--- src/rtl/link_stack_if.sv ---
// Call/return handshake between the execute stage and the link stack.
// The master presents calls and returns; the slave is the stack, which owns LR and the redirect/stall outputs.
interface link_stack_if #(
   parameter int DEPTH = 8
);
   localparam int DW = $clog2(DEPTH) + 1;

   logic          call_i;
   logic [15:0]   call_pc_i;
   logic          link_back_i;
   logic          clear_flags_i;
   logic [15:0]   lr_o;
   logic          redirect_o;
   logic [15:0]   redirect_addr_o;
   logic          stall_o;
   logic [DW-1:0] depth_o;
   logic          overflow_o;
   logic          underflow_o;

   modport master (
      output call_i, call_pc_i, link_back_i, clear_flags_i,
      input  lr_o, redirect_o, redirect_addr_o, stall_o, depth_o, overflow_o, underflow_o
   );

   modport slave (
      input  call_i, call_pc_i, link_back_i, clear_flags_i,
      output lr_o, redirect_o, redirect_addr_o, stall_o, depth_o, overflow_o, underflow_o
   );
endinterface

--- src/rtl/link_stack.sv ---
// Return-address stack with a live link register, a one-cycle fetch redirect on return,
// and a fixed flush stall. A full stack drops its oldest entry; an empty pop yields 0xFFFF.
module link_stack #(
   parameter int DEPTH        = 8,
   parameter int FLUSH_CYCLES = 2,
   parameter int PC_STEP      = 2
) (
   input logic          clk,
   input logic          rst,
   link_stack_if.slave  bus
);
   localparam int AW = $clog2(DEPTH);
   localparam int DW = AW + 1;
   localparam int CW = (FLUSH_CYCLES > 1) ? $clog2(FLUSH_CYCLES) : 1;

   localparam logic [1:0] ST_IDLE  = 2'd0;
   localparam logic [1:0] ST_REDIR = 2'd1;
   localparam logic [1:0] ST_FLUSH = 2'd2;

   logic [15:0]   mem [DEPTH];
   logic [AW-1:0] sp;
   logic [AW-1:0] sp_dec;
   logic [DW-1:0] depth;
   logic [15:0]   lr;
   logic [1:0]    state;
   logic [CW-1:0] cnt;
   logic          redirect;
   logic [15:0]   redirect_addr;
   logic          stall;
   logic          overflow;
   logic          underflow;
   logic          idle;
   logic          pop;
   logic          push;
   logic          full;
   logic          empty;

   always_comb begin
      idle   = (state == ST_IDLE);
      pop    = idle & bus.link_back_i;
      push   = idle & bus.call_i & ~bus.link_back_i;
      full   = (depth == DW'(DEPTH));
      empty  = (depth == {DW{1'b0}});
      sp_dec = sp - AW'(1);
   end

   // Array has no reset: its contents are meaningless until pushed.
   always_ff @(posedge clk) begin
      if (push) begin
         mem[sp] <= lr;
      end
   end

   always_ff @(posedge clk) begin
      if (rst) begin
         state         <= ST_IDLE;
         sp            <= {AW{1'b0}};
         depth         <= {DW{1'b0}};
         lr            <= 16'h0000;
         cnt           <= {CW{1'b0}};
         redirect      <= 1'b0;
         redirect_addr <= 16'h0000;
         stall         <= 1'b0;
      end else begin
         case (state)
            ST_IDLE: begin
               if (pop) begin
                  state         <= ST_REDIR;
                  redirect      <= 1'b1;
                  stall         <= 1'b1;
                  redirect_addr <= lr;
                  if (!empty) begin
                     lr    <= mem[sp_dec];
                     sp    <= sp_dec;
                     depth <= depth - DW'(1);
                  end else begin
                     lr <= 16'hFFFF;
                  end
               end else if (push) begin
                  sp <= sp + AW'(1);
                  lr <= bus.call_pc_i + 16'(PC_STEP);
                  if (!full) begin
                     depth <= depth + DW'(1);
                  end
               end
            end
            ST_REDIR: begin
               redirect <= 1'b0;
               if (FLUSH_CYCLES == 0) begin
                  state <= ST_IDLE;
                  stall <= 1'b0;
               end else begin
                  state <= ST_FLUSH;
                  cnt   <= CW'(FLUSH_CYCLES - 1);
               end
            end
            ST_FLUSH: begin
               if (cnt == {CW{1'b0}}) begin
                  state <= ST_IDLE;
                  stall <= 1'b0;
               end else begin
                  cnt <= cnt - CW'(1);
               end
            end
            default: begin
               state    <= ST_IDLE;
               redirect <= 1'b0;
               stall    <= 1'b0;
            end
         endcase
      end
   end

   // A new overflow/underflow event in the clearing cycle keeps the flag set.
   always_ff @(posedge clk) begin
      if (rst) begin
         overflow  <= 1'b0;
         underflow <= 1'b0;
      end else begin
         overflow  <= (push & full)  | (overflow  & ~bus.clear_flags_i);
         underflow <= (pop  & empty) | (underflow & ~bus.clear_flags_i);
      end
   end

   assign bus.lr_o            = lr;
   assign bus.redirect_o      = redirect;
   assign bus.redirect_addr_o = redirect_addr;
   assign bus.stall_o         = stall;
   assign bus.depth_o         = depth;
   assign bus.overflow_o      = overflow;
   assign bus.underflow_o     = underflow;
endmodule

--- src/flat_wrapper.sv ---
// flat-port wrapper written by rule: the top's interface ports become plain ports
module link_stack_flat 
#(
   parameter int DEPTH        = 8,
   parameter int FLUSH_CYCLES = 2,
   parameter int PC_STEP      = 2
)
  (clk, rst, bus_call_i, bus_call_pc_i, bus_link_back_i, bus_clear_flags_i, bus_lr_o, bus_redirect_o, bus_redirect_addr_o, bus_stall_o, bus_depth_o, bus_overflow_o, bus_underflow_o);
  link_stack_if #(.DEPTH(DEPTH)) bus_i ();
  input logic clk;
  input logic rst;
  input wire logic [$bits(bus_i.call_i)-1:0] bus_call_i;
  input wire logic [$bits(bus_i.call_pc_i)-1:0] bus_call_pc_i;
  input wire logic [$bits(bus_i.link_back_i)-1:0] bus_link_back_i;
  input wire logic [$bits(bus_i.clear_flags_i)-1:0] bus_clear_flags_i;
  output wire logic [$bits(bus_i.lr_o)-1:0] bus_lr_o;
  output wire logic [$bits(bus_i.redirect_o)-1:0] bus_redirect_o;
  output wire logic [$bits(bus_i.redirect_addr_o)-1:0] bus_redirect_addr_o;
  output wire logic [$bits(bus_i.stall_o)-1:0] bus_stall_o;
  output wire logic [$bits(bus_i.depth_o)-1:0] bus_depth_o;
  output wire logic [$bits(bus_i.overflow_o)-1:0] bus_overflow_o;
  output wire logic [$bits(bus_i.underflow_o)-1:0] bus_underflow_o;
  assign bus_i.call_i = bus_call_i;
  assign bus_i.call_pc_i = bus_call_pc_i;
  assign bus_i.link_back_i = bus_link_back_i;
  assign bus_i.clear_flags_i = bus_clear_flags_i;
  assign bus_lr_o = bus_i.lr_o;
  assign bus_redirect_o = bus_i.redirect_o;
  assign bus_redirect_addr_o = bus_i.redirect_addr_o;
  assign bus_stall_o = bus_i.stall_o;
  assign bus_depth_o = bus_i.depth_o;
  assign bus_overflow_o = bus_i.overflow_o;
  assign bus_underflow_o = bus_i.underflow_o;
  link_stack #(.DEPTH(DEPTH), .FLUSH_CYCLES(FLUSH_CYCLES), .PC_STEP(PC_STEP)) u_core (.clk(clk), .rst(rst), .bus(bus_i));
endmodule
--- config.mk ---
export PLATFORM = sky130hd
export DESIGN_NAME = link_stack_flat
export DESIGN_NICKNAME = d
export VERILOG_FILES = /design/src/rtl/link_stack_if.sv /design/src/rtl/link_stack.sv /design/src/flat_wrapper.sv
export SDC_FILE = /design/constraint.sdc
export NUM_CORES = 1
export LEC_CHECK = 0
export ABC_CLOCK_PERIOD_IN_PS = 6800
export CAP_MARGIN = 20
export CORE_ASPECT_RATIO = 0.75
export CORE_MARGIN = 5
export CORE_UTILIZATION = 64
export CTS_BUF_LIST = sky130_fd_sc_hd__clkbuf_8
export DETAILED_ROUTE_END_ITERATION = 8
export GPL_TIMING_DRIVEN = 0
export PLACE_DENSITY = 0.94
export SLEW_MARGIN = 10
export SYNTH_ARGS = -nofsm -noshare
export SYNTH_HDL_FRONTEND = slang
export SYNTH_SLANG_ARGS = --single-unit
--- constraint.sdc ---
create_clock -name clk -period 6.8 [get_ports clk]
set_clock_uncertainty 0.05 [all_clocks]
set_input_delay 1.02 -clock clk [delete_from_list [all_inputs] [get_ports clk]]
set_output_delay 1.02 -clock clk [all_outputs]
set_load 0.01 [all_outputs]
==> impl_metrics.csv <==
group,metric,value,unit
finish,syn_to_final_growth,17.8,%
placed_design,numPlacedInstances,675,
route,drt-initial-drc-count,732,
die,core_area,10900,sq um
placed_design,io_buffers,59,
synthesis,syn_avg_cell_area,15.3,sq um
timing,max_freq,0.292,GHz
grt,antenna_found_initial,0,
worst_setup_path,reg2regPathDepth,13,
power_and_ir_drop,p_per_area,389,nW/um^2
worst_setup_path,rrSetupSlack,3.69,ns
synthesis,yosysSeqAreaShare,0.669,
die,start_util,0.654,
clock_network,worstSkewPairLatency,0.47,ns
placed_design,dp_hpwl,11.5,mm
grt,use_met1,0.355,
finish,layout-drive-gt1-share,0.194,
min_path,hold_depth,2,
clock_network,cts_tree,"yes",
grt,grt_use_total,0.271,
timing,setup_viol,0,
clock_network,ctsResizeCount,0,
grt,grt_pass1_wl,26.6,mm
worst_setup_path,cp_slowest_cell,"clkdlybuf4s50_1",
timing,setup_tns,0,ns
route,vias,4621,
timing,hold_violations,0,
finish,final_cells,707,
grt,grt_max_degree,17,
clock_network,cts_made_buffers,17,
synthesis,syn_area,7130,sq um
min_path,min_from,"u_core.bus.redirect_addr_o[5]",
timing,finalMaxSlewViolations,0,
timing,worst_pin_slew,0.933,ns
clock_network,clock-root-buffer,"clkbuf_8",
worst_setup_path,start_kind,"primary input",
synthesis,syn-num-nets,497,
timing,relSlewSlack,0.374,
power_and_ir_drop,peakVddDrop,0.212,mV
clock_network,post-cts-setup-buffers,0,
worst_setup_path,arrival,3.72,ns
flow_run,maxCapViolCount,0,
power_and_ir_drop,power.leakage,2.82,nW
synthesis,async_reset_ff_frac,0,
clock_network,htree_levels,4,
route,avgViaCountPerCell,6.54,
die,row_count,33,
min_path,whs_endpoint,"u_core.bus.redirect_addr_o[5]",
synthesis,synth_edf_count,128,
synthesis,ys_ff_latch,174,
clock_network,clkSinkCount,174,
min_path,hold_path.class,"reg -> reg",
route,drt-pass1-iter-count,8,
synthesis,ys_types,46,
worst_setup_path,crit_path_frequent_cell,"buf_2",
worst_setup_path,endpoint_kind,"flop",
grt,grtUsageMet2,0.426,
timing,fin_crit_sh,0.504,
worst_setup_path,critPathMaxStageDelay,0.50,ns
die,chipHeight,101,microns
timing,min_period,3.43,ns
worst_setup_path,r2r-start,"u_core.state[0]",
grt,grt-busiest-layer,"met2",
finish,antenna_cells,0,
route,wl_per_cell,24.9,microns
finish,layout_commonest_cell,"edfxtp_1",
worst_setup_path,r2r-end,"u_core.bus.depth_o[2]",
status,status,"complete, no violations",
die,die_area,13400,sq um
grt,grt_pass1_vias,4665,
clock_network,ctsHoldBuffers,0,
placed_design,gp_congestion,0.832,
die,die_w,132,microns
worst_setup_path,critPathRequiredTime,7.09,ns
finish,nets,584,
grt,use_met3,0.0785,
synthesis,ys.flop_type,"edfxtp_1",
clock_network,clockBufferDepth,2,
synthesis,postSynthCellCount,467,
grt,grt-ovfl-total,0,
route,routed_wl,17.6,mm
worst_setup_path,critPathMaxFanout,10,
worst_setup_path,critical_path_class,"in -> reg",
route,ant_nets,0,
clock_network,cts.clk_slew.worst_paths,0.08,ns
worst_setup_path,crit_chain,"clkdlybuf4s50_1 > nand2_1 > buf_2 > buf_2 > buf_2 > xnor2_1 > ha_1 > nor2_1 > mux2_1 > o211ai_1 > xor2_1 > nor2_1",
die,num_io_pins,61,
timing,grt_setup_unrepaired,"false",
route,drcViolationCount,0,
synthesis,ys_warn_count,0,
finish,final_cell_mix,"edfxtp_1, clkdlybuf4s50_1, nand2_1",
-- kinds of logic (layout without fill, tap and decap cells) --
group,count (synthesis),in the layout,synth area share
AND/OR/NAND/NOR,118,118,0.0750
buffers and inverters,39,139,0.0318
flip-flops,174,174,0.669
XOR/XNOR,19,19,0.0233
multiplexers,37,37,0.110
AO/OA/AOI/OAI,71,71,0.0751
adder cells (fa/ha/maj),9,9,0.0158
-- through the flow --
stage,total power (W),cell area (sq um),utilization,hold slack (ns),worst slack (ns)
after floorplan,0.00217,7130,-,0.422,3.76
after global placement,0.00250,7890,0.724,0.392,1.98
after detailed placement,0.00258,8030,0.736,0.399,2.95
after CTS,0.00325,8400,0.770,0.410,3.43
after global routing,0.00340,8400,0.770,0.442,3.27
final,0.00326,8400,0.770,0.406,3.37
-- cells in the mapped netlist, types with 2 or more instances --
master	count	share of area
inv_1	8	0.0042
buf_6	4	0.0063
nor2_1	39	0.021
nor3_1	6	0.0042
clkbuf_1	9	0.0047
a311oi_1	3	0.0037
a21oi_1	28	0.020
and2_1	5	0.0044
a211oi_1	7	0.0074
a221o_1	2	0.0028
xor2_1	4	0.0049
nand2_1	47	0.025
mux4_2	28	0.088
ha_1	9	0.016
nand3_1	4	0.0028
a222oi_1	4	0.0056
and4_1	3	0.0037
o21ai_0	3	0.0021
mux4_1	4	0.015
dfxtp_1	46	0.13
edfxtp_1	128	0.54
buf_2	12	0.0084
nand4_1	5	0.0044
a22oi_1	8	0.0084
a211oi_2	9	0.016
xnor2_1	15	0.018
mux2i_1	4	0.0056
buf_4	5	0.0053
-- area by class of cell --
cell class              instances  area [sq um]
plain buffers                  31           196
clock buffers                  20           275
clock inverters                12          93.8
fillers                       589          2500
inverters                       8          30.0
multi-input cells             254          2160
flip-flops and latches        174          4760
well taps                     140           175
repair buffers                 68           699
-- worst max-delay path: cells and delay by family --
kind	cells	cell delay (ns)
buffers and inverters	4	1.49
XOR/XNOR	2	0.34
AND/OR/NAND/NOR	3	0.30
multiplexers	1	0.29
adder cells (fa/ha/maj)	1	0.18
AO/OA/AOI/OAI	1	0.11
-- how the worst max path moves through the flow --
| stage | startpoint | cells after the start | to |
|---|---|---|---|
| floorplan | bus_link_back_i | 3 | u_core.mem[1][0] |
| global placement | bus_link_back_i | 4 | u_core.mem[0][3] |
| detailed placement | bus_link_back_i | 12 | u_core.bus.depth_o[2] |
| CTS | bus_link_back_i | 12 | u_core.bus.depth_o[2] |
| global route | bus_link_back_i | 12 | u_core.bus.depth_o[2] |
| finish | bus_link_back_i | 12 | u_core.bus.depth_o[2] |
-- sequential cells by signal (all words and copies together), names as in the netlist --
name,count
u_core.mem,128
u_core.bus.lr_o,16
u_core.bus.redirect_addr_o,16
u_core.bus.depth_o,4
u_core.sp,3
u_core.state,2
u_core.bus.overflow_o,1
u_core.bus.redirect_o,1
u_core.bus.stall_o,1
u_core.bus.underflow_o,1
u_core.cnt,1
-- where the power goes --
group	leakage, nW	internal [W]	total, W	switching, W
logic	1.07	0.000529	0.00114	0.000610
registers	1.55	0.00131	0.00145	0.000136
clock network	0.191	0.000314	0.000674	0.000361
total	2.82	0.00216	0.00326	0.00111
-- layer usage --
layer  wire length, microns  share of wire
met5                      0              0
met4                    861          0.049
met1                   6550           0.37
met2                   8340           0.47
met3                   1850           0.11
(Power assumes the default switching activity.)
